`src/rtl/alu_pkg.sv`:
```
// alu_pkg: ALUOp encodings and scheduler FSM state encoding shared by alu_req_sched and its bench.
package alu_pkg;

    localparam logic [2:0] OP_AND = 3'b000;
    localparam logic [2:0] OP_OR  = 3'b001;
    localparam logic [2:0] OP_XOR = 3'b010;
    localparam logic [2:0] OP_NOR = 3'b011;
    localparam logic [2:0] OP_SLT = 3'b100;
    localparam logic [2:0] OP_ADD = 3'b101;
    localparam logic [2:0] OP_SUB = 3'b110;
    localparam logic [2:0] OP_MOD = 3'b111;

    localparam logic [1:0] S_IDLE = 2'd0;
    localparam logic [1:0] S_EXEC = 2'd1;
    localparam logic [1:0] S_RESP = 2'd2;

endpackage

```
`src/rtl/rr_arb2.sv`:
```
// rr_arb2: two-way round-robin arbiter with combinational grant and a registered last-grant pointer.
module rr_arb2 (
    input  logic       clk,
    input  logic       reset,
    input  logic       en,
    input  logic [1:0] valid,
    output logic [1:0] grant
);

    logic last_q, last_d;

    // On a conflict the port that did not win last time is served; a lone request always wins.
    always_comb begin
        grant  = 2'b00;
        last_d = last_q;
        if (en) begin
            if (valid == 2'b11) begin
                grant = last_q ? 2'b01 : 2'b10;
            end else begin
                grant = valid;
            end
        end
        if (grant[0]) begin
            last_d = 1'b0;
        end else if (grant[1]) begin
            last_d = 1'b1;
        end
    end

    always_ff @(posedge clk) begin
        if (reset) begin
            last_q <= 1'b1;
        end else begin
            last_q <= last_d;
        end
    end

endmodule

```
`src/rtl/alu_req_sched.sv`:
```
// alu_req_sched: shares one ALU between two valid/ready issue ports, one tagged response per request.
// Optional macro ALU_SCHED_TIMEOUT_EN aborts an EXEC that waits TIMEOUT_CYCLES for alu_we.
module alu_req_sched
    import alu_pkg::*;
#(
    parameter int WIDTH          = 32,
    parameter int TIMEOUT_CYCLES = 64
) (
    input  logic             Clk,
    input  logic             Reset,
    input  logic             req0_valid,
    output logic             req0_ready,
    input  logic [WIDTH-1:0] req0_A,
    input  logic [WIDTH-1:0] req0_B,
    input  logic [2:0]       req0_op,
    input  logic             req1_valid,
    output logic             req1_ready,
    input  logic [WIDTH-1:0] req1_A,
    input  logic [WIDTH-1:0] req1_B,
    input  logic [2:0]       req1_op,
    output logic [WIDTH-1:0] alu_A,
    output logic [WIDTH-1:0] alu_B,
    output logic [2:0]       alu_op,
    input  logic [WIDTH-1:0] alu_result,
    input  logic             alu_c,
    input  logic             alu_we,
    output logic             rsp_valid,
    input  logic             rsp_ready,
    output logic             rsp_id,
    output logic [WIDTH-1:0] rsp_result,
    output logic             rsp_c,
    output logic             rsp_err
);

    logic [1:0]       state_q, state_d;
    logic [WIDTH-1:0] alu_a_q, alu_a_d;
    logic [WIDTH-1:0] alu_b_q, alu_b_d;
    logic [2:0]       alu_op_q, alu_op_d;
    logic             rsp_id_q, rsp_id_d;
    logic [WIDTH-1:0] rsp_result_q, rsp_result_d;
    logic             rsp_c_q, rsp_c_d;
    logic [1:0]       grant;
    logic             arb_en;

`ifdef ALU_SCHED_TIMEOUT_EN
    localparam int TMO_W = $clog2(TIMEOUT_CYCLES) + 1;
    localparam logic [TMO_W-1:0] TMO_LIMIT = TMO_W'(TIMEOUT_CYCLES);

    logic [TMO_W-1:0] tmo_q, tmo_d;
    logic             rsp_err_q, rsp_err_d;
`endif

    // Grants are only offered while idle and never during the reset cycle.
    assign arb_en = (state_q == S_IDLE) && !Reset;

    rr_arb2 u_arb (
        .clk   (Clk),
        .reset (Reset),
        .en    (arb_en),
        .valid ({req1_valid, req0_valid}),
        .grant (grant)
    );

    always_comb begin
        state_d      = state_q;
        alu_a_d      = alu_a_q;
        alu_b_d      = alu_b_q;
        alu_op_d     = alu_op_q;
        rsp_id_d     = rsp_id_q;
        rsp_result_d = rsp_result_q;
        rsp_c_d      = rsp_c_q;
`ifdef ALU_SCHED_TIMEOUT_EN
        tmo_d        = tmo_q;
        rsp_err_d    = rsp_err_q;
`endif
        case (state_q)
            S_IDLE: begin
                if (|grant) begin
                    alu_a_d  = grant[1] ? req1_A  : req0_A;
                    alu_b_d  = grant[1] ? req1_B  : req0_B;
                    alu_op_d = grant[1] ? req1_op : req0_op;
                    rsp_id_d = grant[1];
                    state_d  = S_EXEC;
`ifdef ALU_SCHED_TIMEOUT_EN
                    tmo_d    = '0;
`endif
                end
            end
            // Dropping alu_op back to AND on completion releases the ALU mod unit so every MOD restarts cleanly.
            S_EXEC: begin
                if (alu_we) begin
                    rsp_result_d = alu_result;
                    rsp_c_d      = alu_c;
                    alu_op_d     = OP_AND;
                    state_d      = S_RESP;
`ifdef ALU_SCHED_TIMEOUT_EN
                    rsp_err_d    = 1'b0;
                end else begin
                    if (tmo_q != TMO_LIMIT) begin
                        tmo_d = tmo_q + TMO_W'(1);
                    end
                    if (tmo_d == TMO_LIMIT) begin
                        rsp_result_d = '0;
                        rsp_c_d      = 1'b0;
                        rsp_err_d    = 1'b1;
                        alu_op_d     = OP_AND;
                        state_d      = S_RESP;
                    end
`endif
                end
            end
            S_RESP: begin
                if (rsp_ready) begin
                    state_d = S_IDLE;
                end
            end
            default: begin
                state_d = S_IDLE;
            end
        endcase
    end

    always_ff @(posedge Clk) begin
        if (Reset) begin
            state_q      <= S_IDLE;
            alu_a_q      <= '0;
            alu_b_q      <= '0;
            alu_op_q     <= OP_AND;
            rsp_id_q     <= 1'b0;
            rsp_result_q <= '0;
            rsp_c_q      <= 1'b0;
`ifdef ALU_SCHED_TIMEOUT_EN
            tmo_q        <= '0;
            rsp_err_q    <= 1'b0;
`endif
        end else begin
            state_q      <= state_d;
            alu_a_q      <= alu_a_d;
            alu_b_q      <= alu_b_d;
            alu_op_q     <= alu_op_d;
            rsp_id_q     <= rsp_id_d;
            rsp_result_q <= rsp_result_d;
            rsp_c_q      <= rsp_c_d;
`ifdef ALU_SCHED_TIMEOUT_EN
            tmo_q        <= tmo_d;
            rsp_err_q    <= rsp_err_d;
`endif
        end
    end

    assign req0_ready = grant[0];
    assign req1_ready = grant[1];
    assign alu_A      = alu_a_q;
    assign alu_B      = alu_b_q;
    assign alu_op     = alu_op_q;
    assign rsp_valid  = (state_q == S_RESP);
    assign rsp_id     = rsp_id_q;
    assign rsp_result = rsp_result_q;
    assign rsp_c      = rsp_c_q;
`ifdef ALU_SCHED_TIMEOUT_EN
    assign rsp_err    = rsp_err_q;
`else
    assign rsp_err    = 1'b0;
`endif

endmodule
```
`config.mk`:
```
export PLATFORM = sky130hd
export DESIGN_NAME = alu_req_sched
export DESIGN_NICKNAME = d
export VERILOG_FILES = /design/src/rtl/alu_pkg.sv /design/src/rtl/rr_arb2.sv /design/src/rtl/alu_req_sched.sv
export SDC_FILE = /design/constraint.sdc
export NUM_CORES = 1
export LEC_CHECK = 0
export ABC_CLOCK_PERIOD_IN_PS = 1600
export BUFFER_PORTS_ARGS = -buffer_cell sky130_fd_sc_hd__buf_2
export CELL_PAD_IN_SITES_DETAIL_PLACEMENT = 1
export CELL_PAD_IN_SITES_GLOBAL_PLACEMENT = 1
export CORE_MARGIN = 2
export CORE_UTILIZATION = 32
export CTS_BUF_LIST = sky130_fd_sc_hd__clkbuf_4
export CTS_CLUSTER_SIZE = 24
export DETAILED_ROUTE_END_ITERATION = 16
export PLACE_DENSITY = 0.85
export SLEW_MARGIN = 20
export SYNTH_ARGS = -nofsm -noshare
export SYNTH_HDL_FRONTEND = slang
export SYNTH_SLANG_ARGS = --single-unit
```
`constraint.sdc`:
```
create_clock -name Clk -period 1.6 [get_ports Clk]
set_input_delay 0.16 -clock Clk [delete_from_list [all_inputs] [get_ports Clk]]
set_output_delay 0.16 -clock Clk [all_outputs]
set_load 0.01 [all_outputs]
```
* Yosys cells after proc, flatten, opt, wreduce, memory -nomap -nowiden
Index checks and enable logic that the tools add are counted.
Storage, ports and cells: output and inout port bits 105, bits in registers 104, word-level logic and storage cells 39
Cells by class: reduce and logical (&&, ||, !) cells 10, equal/unequal tests 6, multiplexer cells 15
Operators with widths (number):
- 2-to-1 mux 32 bit | 2
- 2-to-1 mux 2 bit | 6
- 2-to-1 mux 3 bit | 3
- one-hot mux 2 bit (3 select lines) | 1
- one-hot mux 3 bit (2 select lines) | 1
- AND reduction 3 bit | 2
- == test 2 bit, second input constant | 2
- != test 2 x 1 -> 1 bit, second input constant | 2
- AND reduction 2 bit | 2
- nonzero test 2 bit | 2
- == test 2 x 1 -> 1 bit, second input constant | 1
- logical NOT 2 bit | 1
- 2-to-1 mux 1 bit | 2
- != test 2 bit, second input constant | 1
- OR reduction 2 bit | 1
- logical AND 1 bit | 1
- logical NOT 1 bit | 1

* Logic depth before layout (Yosys ltp)
Gate-level depths: netlist of run 1.
depth in word-level cells 6, gate-level depth with buffers 6, gate-level depth less buffers 3

* Modules after synthesis
A second synthesis of run 1 with hierarchy kept.
Second synthesis, totals: cells, all modules 477, area, all modules 5023.6 um^2
By module, submodules not included:
- alu_req_sched | sequential area each 2062.0 um^2, area an instance 4964.8 um^2, cells each 469, instances 1
- rr_arb2 | sequential area each 20.0 um^2, area an instance 58.8 um^2, cells each 8, instances 1

* Least setup slack after synthesis of run 1
Ideal clock, no wire load.
path kind register to register, from reg state_q[0], to reg alu_b_q[26], in the netlist alu_B[26], path slack 0.259 ns, period minus slack after synthesis 1.341 ns, buffers on the path 3, arrival 1.252 ns, stages on the path, launching flop included 7, path through dfxtp_1 buf_6 nor3_4 buf_6 buf_2 a21oi_1 a311oi_2
On the way: longest elaborated chain between the ends 5, elaborated cells between the ends (all ways) 6
RTL lines:
- start, declared | line alu_req_sched.sv:35 | logic [1:0] state_q, state_d;
- start signal, assigned | line alu_req_sched.sv:137 | state_q <= state_d;
- logical NOT 2 bit * | line alu_req_sched.sv:54, alu_req_sched.sv:76
- logical AND 1 bit | line alu_req_sched.sv:54 | assign arb_en = (state_q == S_IDLE) && !Reset;
- 2-to-1 mux 2 bit | line rr_arb2.sv:16 | if (en) begin
- OR reduction 2 bit | line alu_req_sched.sv:78 | if (|grant) begin
- AND reduction 2 bit (no source line)
- end signal, assigned | line alu_req_sched.sv:139 | alu_b_q <= alu_b_d;
- end, declared | line alu_req_sched.sv:37 | logic [WIDTH-1:0] alu_b_q, alu_b_d;
Every way passes the cells marked *; elsewhere a longest branch is shown, timed or not. A chain may end at the register's enable or synchronous reset.

* Worst setup path in the final report of run 1
from reg state_q[0], to out req0_ready
On the way: longest elaborated chain between the ends 3
RTL lines:
- logical NOT 2 bit | line alu_req_sched.sv:54
- logical AND 1 bit | line alu_req_sched.sv:54
- 2-to-1 mux 2 bit | line rr_arb2.sv:16
- end, declared | line alu_req_sched.sv:12 | output logic req0_ready,
Every way passes these cells.

==> qor.yml, run 1 <==
worstSetupStartpoint: "state_q[0]"
violations: "negative setup slack"
r2r_end: "alu_B[19]"
cts_buffers: 9
core-area_sq_um: 14600
dr.max_layer_used: "met4"
hold_class: "input pin to flop"
ys_ff_latch: 104
fp.dieH_um: 126
worst_pin_slew_ns: 0.626
crit_fanout: 4
io_buffers: 276
placed_cells: 974
postSynth.asyncResetShare: 0
rr_worst_depth: 5
clockBufferDepth: 2
worst-path-buf-inv: 2
ys.flop_type: "dfxtp_1"
synth_top_area_frac: 0.434
startpoint_type: "flop"
die_width_um: 126
route.met2.wl_mm: 13.2
synth_fp_nets: 723
synth_area_per_cell_sq_um: 8.72
gp_congestion: 0.796
io_pins: 278
fin_skew_ns: 0.0177
min_from: "req1_valid"
met1_length_mm: 9.50
rows: 44
cts-root-buf: "clkbuf_4"
fmax_ghz: 0.603
setup_violations: 2
min_to: "u_arb.last_q"
synth_top_cell_by_area: "dfxtp_1"
timing.max_cap.violations: 0
outcome: "finished with violations"
synth.cells.most_frequent: "196 x nand2_1, 104 x dfxtp_1, 101 x a21oi_1"
drive_above_1_share: 0.397
synth_seq_area_share: 0.434
dp_worst_setup_slack_ns: 0.111
cp.arrival_ns: 1.50
grt_overflow_total: 0
start_util: 0.329
grt_max_degree: 103
finalCriticalPeriod_ns: 1.66
syn_inst: 550
syn_area_sq_um: 4790
critical_path_class: "flop to output pin"
synth_edf_count: 0
slew_headroom: 0.583
hpwl_mm: 12.4
synth-warning-count: 0
first_global_vias: 7028
grt_pass1_wl_mm: 39.9
final.setup.tns_ns: -0.0867
die_area_sq_um: 16000
antenna_found_initial: 8
reg2reg_setup_slack_ns: 0.02
cts_sinks: 104
path_cells: "nor3_4 > buf_12 > and3_1 > buf_2"
leakage_nw: 3.74
post_dp_cell_area_sq_um: 6390
drt_wl_total_mm: 26.2
drc: 0
area_delta_synth_final_pct: 74.8
yosys-top-cells-area: "dfxtp_1 43%, a311oi_2 19%, nand2_1 15%, a21oi_1 11%, buf_6 2.1%"
dr_wl_met3_mm: 1.88
maxSlewViolCount: 0
wl_per_cell_um: 22.2
crit_path_max_incr_delay_ns: 0.37
num_vias: 6248
rsz0062_at_grt: "yes"
period_share: 1.04
track_usage: 0.321
clkSlewWorstSetupHoldPaths_ns: 0.19
drt_iter0_drc: 370
ant_nets: 0
vias_per_cell: 5.30
setup_ws_ns: -0.0594
hold_violations: 0
slowest_stage: "dfxtp_2"
timing.rr.start: "u_arb.last_q"
stdcell_count: 1178
fin_area_sq_um: 8380
required_ns: 1.44
crit_family: "flip-flops"
htree_levels: 3
hold_depth: 3
clock_latency_ns: 0.49
yosys.cell_types.count: 30
synth_most_common_cell: "nand2_1"
nets: 1153
firstDrtPassIters: 4
worst_ir_drop_vdd_mv: 0.365
end_kind: "output pin"
powerDensity_nw_per_um2: 757
cts_tree: "yes"
==> worst max-delay path by stage <==
stage / end / slack, ns / cells past startpoint
finish: req0_ready / -0.06 / 4
global route: req0_ready / -0.12 / 4
CTS: req0_ready / -0.07 / 4
detailed placement: alu_A[10] / 0.11 / 5
global placement: alu_A[7] / 0.15 / 5
floorplan: alu_B[26] / 0.26 / 6
==> repair_timing <==
item                       4_1_cts  5_1_grt
gates cloned                     2        0
pin swaps                        2        1
setup buffers                    7        1
setup endpoints to repair        3       20
hold buffers                   169        0
resized for setup                6        3
hold endpoints to repair       102        0
==> sequential cells by signal, indices dropped and copies added, names as in the netlist <==
name,cells
state_q,2
alu_B,32
rsp_id,1
alu_A,32
alu_op,3
u_arb.last_q,1
rsp_c,1
rsp_result,32
==> worst min-delay path: stages <==
cell,delay (ns)
buf_2,0.13
a21oi_1,0.12
o21bai_1,0.08
==> stage by stage <==
stage / power [mW] / hold slack [ns] / util
after floorplan: 3.81 / 0.296 / -
after global placement: 4.41 / 0.402 / 0.438
after detailed placement: 4.46 / 0.407 / 0.438
after CTS: 6.22 / 0.0160 / 0.572
after global routing: 6.61 / 0.0510 / 0.574
final: 6.34 / 0.0264 / 0.575
==> layout by cell type (no fill, tap or decap), types with 2 or more instances in the layout <==
master | Yosys | layout
dfxtp_1 | 104 | 101
inv_1 | 2 | 2
o2bb2ai_1 | 3 | 3
a311oi_1 | 4 | 4
and3_1 | 2 | 2
buf_2 | 20 | 275
bufbuf_16 | 0 | 2
a311oi_2 | 60 | 60
dlygate4sd3_1 | 0 | 169
nand2_1 | 196 | 196
clkbuf_4 | 0 | 9
buf_12 | 0 | 12
a21oi_1 | 101 | 101
diode_2 | 0 | 9
nand2b_1 | 3 | 3
mux2i_1 | 3 | 3
inv_6 | 0 | 5
buf_4 | 4 | 16
dfxtp_2 | 0 | 3
==> metal layers <==
metal	GRT usage	vias to the layer above
met5	0	-
met2	0.568	367
met1	0.342	2977
met3	0.0751	112
met4	0.207	0
li1	-	2792
==> report_power, final <==
part	internal [mW]	leakage, nW	switching, mW
registers	2.79	0.855	0.125
clock network	0.351	0.0684	1.05
logic	0.983	2.82	1.05
==> layout make-up <==
class,instances,area [sq um]
sequential,104,2090
inverter,2,7.51
fill,1725,6210
antenna,9,22.5
tap,184,230
clock buffer,9,67.6
timing repair buffer,475,3500
multi-input combinational,388,2400
clock inverter,7,60.1
==> kinds of logic (layout without fill, tap and decap cells) <==
logic type,count (synthesis),in the layout,share of synthesized area
simple gates,211,211,0.175
flops,104,104,0.434
other cells,1,10,0.000782
mux,3,3,0.00626
buf+inv,58,493,0.0681
compound gates,173,173,0.316
Power figures use the tool's default switching activity.
==> run 2, diff against run 1 <==
--- a/config.mk
+++ b/config.mk
@@ -12,9 +12,11 @@
 export CORE_MARGIN = 2
 export CORE_UTILIZATION = 32
 export CTS_BUF_LIST = sky130_fd_sc_hd__clkbuf_4
+export CTS_CLUSTER_DIAMETER = 200
 export CTS_CLUSTER_SIZE = 24
 export DETAILED_ROUTE_END_ITERATION = 16
-export PLACE_DENSITY = 0.85
+export MAX_ROUTING_LAYER = met4
+export PLACE_DENSITY_LB_ADDON = 0.05
 export SLEW_MARGIN = 20
 export SYNTH_ARGS = -nofsm -noshare
 export SYNTH_HDL_FRONTEND = slang
==> qor.yml, run 2 (same netlist as run 1, synthesis figures left out) <==
stdcell_count: 1173  # was 1,178
drt_iter0_drc: 265  # was 370
cts_sinks: 104  # unchanged
grtUsageMet2: 0.491  # was 0.568
clock_latency_ns: 0.49  # about the same
slew_headroom: 0.557  # was 0.583
reg2reg_setup_slack_ns: 0.01  # was 0.02 ns
cts_tree: "yes"  # unchanged
rr_worst_depth: 7  # was 5
start_util: 0.329  # unchanged
final_common_cell: "buf_2"  # unchanged
drc: 0  # unchanged
timing.max_cap.violations: 0  # unchanged
drive_above_1_share: 0.398  # was 0.397
core-area_sq_um: 14600  # unchanged
powerDensity_nw_per_um2: 744  # was 757 nW/um^2
post_dp_cell_area_sq_um: 6320  # was 6390 sq um
crit_fanout: 4  # unchanged
finalCriticalPeriod_ns: 1.65  # was 1.66 ns
gr-usage-met1: 0.317  # was 0.342
fp.dieH_um: 126  # unchanged
fin_skew_ns: 0.0120  # was 0.0177 ns
setup_ws_ns: -0.0507  # was -0.0594 ns
area_delta_synth_final_pct: 76.7  # was 74.8%
placed_cells: 969  # was 974
antenna_found_initial: 0  # was 8
cp.arrival_ns: 1.49  # was 1.50 ns
leakage_nw: 3.77  # was 3.74 nW
dp_worst_setup_slack_ns: 0.122  # was 0.111 ns
track_usage: 0.279  # was 0.321
nets: 1155  # was 1,153
crit_path_max_incr_delay_ns: 0.37  # about the same
critical_path_class: "flop to output pin"  # unchanged
r2r_end: "alu_A[7]"  # was alu_B[19]
outcome: "finished with violations"  # unchanged
grt_use_met3: 0.0616  # was 0.0751
cts-root-buf: "clkbuf_4"  # unchanged
timing.rr.start: "state_q[0]"  # was u_arb.last_q
ant_nets: 0  # unchanged
maxSlewViolCount: 0  # unchanged
finalPower_mw: 6.31  # was 6.34 mW
hold_class: "input pin to flop"  # unchanged
htree_levels: 3  # unchanged
cts_buffers: 9  # unchanged
firstDrtPassIters: 4  # unchanged
clkSlewWorstSetupHoldPaths_ns: 0.16  # was 0.19 ns
period_share: 1.03  # was 1.04
clockBufferDepth: 2  # unchanged
worst-path-buf-inv: 2  # unchanged
worst_ir_drop_vdd_mv: 0.422  # was 0.365 mV
violations: "negative setup slack"  # unchanged
grt_overflow_total: 0  # unchanged
crit_family: "simple AND/OR/NAND/NOR gates"  # was flip-flops
rsz0062_at_grt: "yes"  # unchanged
end_kind: "output pin"  # unchanged
hold_violations: 0  # unchanged
die_area_sq_um: 16000  # unchanged
drt_wl_total_mm: 22.6  # was 26.2 mm
wl_per_cell_um: 19.2  # was 22.2 um
num_vias: 5962  # was 6,248
worst_pin_slew_ns: 0.665  # was 0.626 ns
io_pins: 278  # unchanged
io_buffers: 276  # unchanged
path_cells: "nor3_4 > buf_12 > and3_4 > buf_6"  # was nor3_4 > buf_12 > and3_1 > buf_2
slowest_stage: "dfxtp_2"  # unchanged
fmax_ghz: 0.606  # was 0.603 GHz
required_ns: 1.44  # about the same
critical_path_depth: 4  # unchanged
die_width_um: 126  # unchanged
fin_area_sq_um: 8470  # was 8380 sq um
final_cell_mix: "273 x buf_2, 196 x nand2_1, 170 x dlygate4sd3_1"  # was 275 x buf_2, 196 x nand2_1, 169 x dlygate4sd3_1
busiest_layer: "met2"  # unchanged
vias_per_cell: 5.08  # was 5.30
setup_violations: 1  # was 2
grt_pass1_wl_mm: 34.5  # was 39.9 mm
gp_congestion: 0.720  # was 0.796
hpwl_mm: 12.0  # was 12.4 mm
worstSetupStartpoint: "state_q[0]"  # unchanged
grt_max_degree: 103  # unchanged
rows: 44  # unchanged
first_global_vias: 6545  # was 7,028
endpoint: "req0_ready"  # unchanged
startpoint_type: "flop"  # unchanged
## run 2: repair_timing
| action | CTS | global route |
|---|---|---|
| buffers inserted | 5 | 3 |
| endpoints found under the hold margin | 103 | 0 |
| pin swaps | 2 | 3 |
| gates cloned | 3 | 5 |
| gates resized for setup | 4 | 12 |
| hold buffers | 170 | 0 |
| endpoints found under the setup margin | 2 | 61 |
## run 2: final cells by class
type	count	area, sq um
fill	1720	6110
clock buffer	9	67.6
timing repair buffer	477	3600
inverter	2	7.51
antenna	2	5.00
multi-input combinational	388	2420
tap	184	230
sequential	104	2090
clock inverter	7	62.6
## run 2: how the worst min path moves through the flow
stage,to,depth (start not counted),start,slack (ns)
finish,u_arb.last_q,3,req0_valid,0.09
global route,u_arb.last_q,3,req0_valid,0.04
CTS,u_arb.last_q,3,req0_valid,0.04
detailed placement,rsp_result[16],3,alu_result[16],0.41
global placement,rsp_result[30],3,alu_result[30],0.40
floorplan,rsp_c,2,alu_c,0.30
## run 2: metrics by stage
step                      TNS, ns  utilization  hold slack, ns
after global placement          0        0.434           0.400
after detailed placement        0        0.434           0.408
after floorplan                 0            -           0.296
after CTS                  -0.194        0.569          0.0439
final                     -0.0507        0.581          0.0888
after global routing        -1.74        0.581          0.0445
## run 2: metal layers
metal,vias up,wire length (um)
met3,37,1230
met5,-,0
met4,0,516
met2,234,11700
met1,2901,9110
li1,2790,-
## run 2: tightest hold or removal path, cell delays in order
cell      delay, ns
buf_2          0.16
and3_1         0.18
o21bai_1       0.06
## run 2: report_power, final
part	switching [mW]	internal, mW	total [mW]	leakage [nW]
clock	0.923	0.461	1.38	0.0668
combinational	0.999	1.02	2.02	2.85
sequential	0.113	2.79	2.90	0.855
total	2.03	4.27	6.31	3.77
==> run 3, diff against run 2 <==
--- a/config.mk
+++ b/config.mk
@@ -7,6 +7,7 @@
 export LEC_CHECK = 0
 export ABC_CLOCK_PERIOD_IN_PS = 1600
 export BUFFER_PORTS_ARGS = -buffer_cell sky130_fd_sc_hd__buf_2
+export CAP_MARGIN = 20
 export CELL_PAD_IN_SITES_DETAIL_PLACEMENT = 1
 export CELL_PAD_IN_SITES_GLOBAL_PLACEMENT = 1
 export CORE_MARGIN = 2
@@ -17,7 +18,9 @@
 export DETAILED_ROUTE_END_ITERATION = 16
 export MAX_ROUTING_LAYER = met4
 export PLACE_DENSITY_LB_ADDON = 0.05
+export SETUP_SLACK_MARGIN = 0.3
 export SLEW_MARGIN = 20
 export SYNTH_ARGS = -nofsm -noshare
 export SYNTH_HDL_FRONTEND = slang
 export SYNTH_SLANG_ARGS = --single-unit
+export TNS_END_PERCENT = 5
==> qor.yml, run 3 (same netlist as run 1, synthesis figures left out) <==
cts_tree: "yes"  # unchanged
powerDensity_nw_per_um2: 755  # was 744 nW/um^2
fp.dieH_um: 126  # unchanged
cp.arrival_ns: 1.49  # about the same
rows: 44  # unchanged
fmax_ghz: 0.605  # was 0.606 GHz
grt_max_degree: 103  # unchanged
period_share: 1.03  # about the same
io_buffers: 276  # unchanged
finalCriticalPeriod_ns: 1.65  # about the same
hold_violations: 0  # unchanged
worst_ir_drop_vdd_mv: 0.339  # was 0.422 mV
timing.rr.start: "state_q[1]"  # was state_q[0]
grt_overflow_total: 0  # unchanged
endpoint: "req0_ready"  # unchanged
timing.max_cap.violations: 0  # unchanged
vias_per_cell: 5.07  # was 5.08
reg2reg_setup_slack_ns: -0.05  # was 0.01 ns
start_util: 0.329  # unchanged
clockBufferDepth: 2  # unchanged
num_vias: 5902  # was 5,962
switching_share: 0.328  # was 0.323
hpwl_mm: 12.1  # was 12.0 mm
rr_worst_depth: 6  # was 7
die_area_sq_um: 16000  # unchanged
core-area_sq_um: 14600  # unchanged
p_int_mw: 4.23  # was 4.27 mW
wl_per_cell_um: 19.5  # was 19.2 um
final_cell_mix: "274 x buf_2, 195 x nand2_1, 167 x dlygate4sd3_1"  # was 273 x buf_2, 196 x nand2_1, 170 x dlygate4sd3_1
drt_wl_total_mm: 22.7  # was 22.6 mm
final_core_util: 0.572  # was 0.581
clock_latency_ns: 0.48  # was 0.49 ns
post_dp_cell_area_sq_um: 6330  # was 6320 sq um
fin_skew_ns: 0.0178  # was 0.0120 ns
finalPower_mw: 6.30  # was 6.31 mW
io_pins: 278  # unchanged
ant_nets: 0  # unchanged
end_kind: "output pin"  # unchanged
clkPwrFrac: 0.226  # was 0.220
track_usage: 0.285  # was 0.279
pwr-share-seq: 0.460  # about the same
hold_class: "input pin to flop"  # unchanged
htree_levels: 3  # unchanged
violations: "negative setup slack"  # unchanged
r2r_end: "alu_B[9]"  # was alu_A[7]
setup_ws_ns: -0.0528  # was -0.0507 ns
cts_buffers: 9  # unchanged
grt_pass1_wl_mm: 35.2  # was 34.5 mm
cts_sinks: 104  # unchanged
drive_above_1_share: 0.398  # about the same
fin_area_sq_um: 8350  # was 8470 sq um
startpoint_type: "flop"  # unchanged
antenna_found_initial: 1  # was 0
drc: 0  # unchanged
drt_iter0_drc: 280  # was 265
cts-root-buf: "clkbuf_4"  # unchanged
setup_violations: 24  # was 1
rsz0062_at_grt: "yes"  # unchanged
first_global_vias: 6641  # was 6,545
critical_path_class: "flop to output pin"  # unchanged
crit_fanout: 3  # was 4
dp_worst_setup_slack_ns: 0.0828  # was 0.122 ns
nets: 1148  # was 1,155
firstDrtPassIters: 4  # unchanged
outcome: "finished with violations"  # unchanged
slew_headroom: 0.593  # was 0.557
final_common_cell: "buf_2"  # unchanged
comb_power_share: 0.313  # was 0.321
leakage_nw: 3.73  # was 3.77 nW
required_ns: 1.44  # about the same
area_delta_synth_final_pct: 74.1  # was 76.7%
final.setup.tns_ns: -0.400  # was -0.0507 ns
clkSlewWorstSetupHoldPaths_ns: 0.16  # about the same
worst_pin_slew_ns: 0.611  # was 0.665 ns
die_width_um: 126  # unchanged
p_sw_mw: 2.07  # was 2.03 mW
maxSlewViolCount: 0  # unchanged
gp_congestion: 0.730  # was 0.720
worstSetupStartpoint: "state_q[1]"  # was state_q[0]
## run 3: power groups by stage
| stage | clock network (mW) | logic, mW | registers (mW) |
|---|---|---|---|
| 5_1_grt | 1.55 | 2.11 | 2.93 |
| 3_5_place_dp | 0 | 1.49 | 2.95 |
| 3_3_place_gp | 0 | 1.44 | 2.94 |
| 4_1_cts | 1.45 | 1.92 | 2.90 |
| 6_report | 1.43 | 1.98 | 2.90 |
| 2_1_floorplan | 0 | 0.780 | 3.03 |
## run 3: routing by layer
metal	up-vias	GRT usage	wire [um]
met4	0	0.132	856
met2	230	0.513	11700
met5	-	-	0
li1	2783	-	-
met3	62	0.0481	1180
met1	2827	0.305	9020
## run 3: what timing repair did
action,4_1_cts,5_1_grt
endpoints found under the setup margin,78,105
endpoints found under the hold margin,102,0
setup buffers,6,0
hold buffers,167,0
gates cloned,4,0
resized for setup,12,2
pin swaps,2,7
## run 3: worst max-delay path, cell delays in order, from the launching register on
cell and delay [ns]:
dfxtp_2 0.37, nor3_4 0.24, buf_12 0.14, and3_4 0.17, buf_6 0.11
## run 3: cell type report
cell class              instances  area (sq um)
diodes                          1          2.50
clock buffers                   9          67.6
clock inverters                 7          62.6
fillers                      1730          6240
inverters                       2          7.51
multi-input cells             388          2420
flip-flops and latches        104          2080
well taps                     184           230
repair buffers                470          3470
## run 3: through the flow
stage / hold slack, ns / cells
after global placement: 0.402 / 971
after floorplan: 0.296 / 550
after detailed placement: 0.409 / 971
final: 0.0388 / 1165
after CTS: 0.00803 / 1164
after global routing: 0.0201 / 1165
## run 3: how the worst min path moves through the flow
stage,slack [ns],depth (start not counted),from,endpoint
final,0.04,3,req0_op[2],alu_op[2]
after global routing,0.02,3,req0_op[1],alu_op[1]
after CTS,0.008,3,req1_valid,u_arb.last_q
after detailed placement,0.41,3,alu_result[24],rsp_result[24]
after global placement,0.40,3,alu_result[23],rsp_result[23]
after floorplan,0.30,2,alu_c,rsp_c
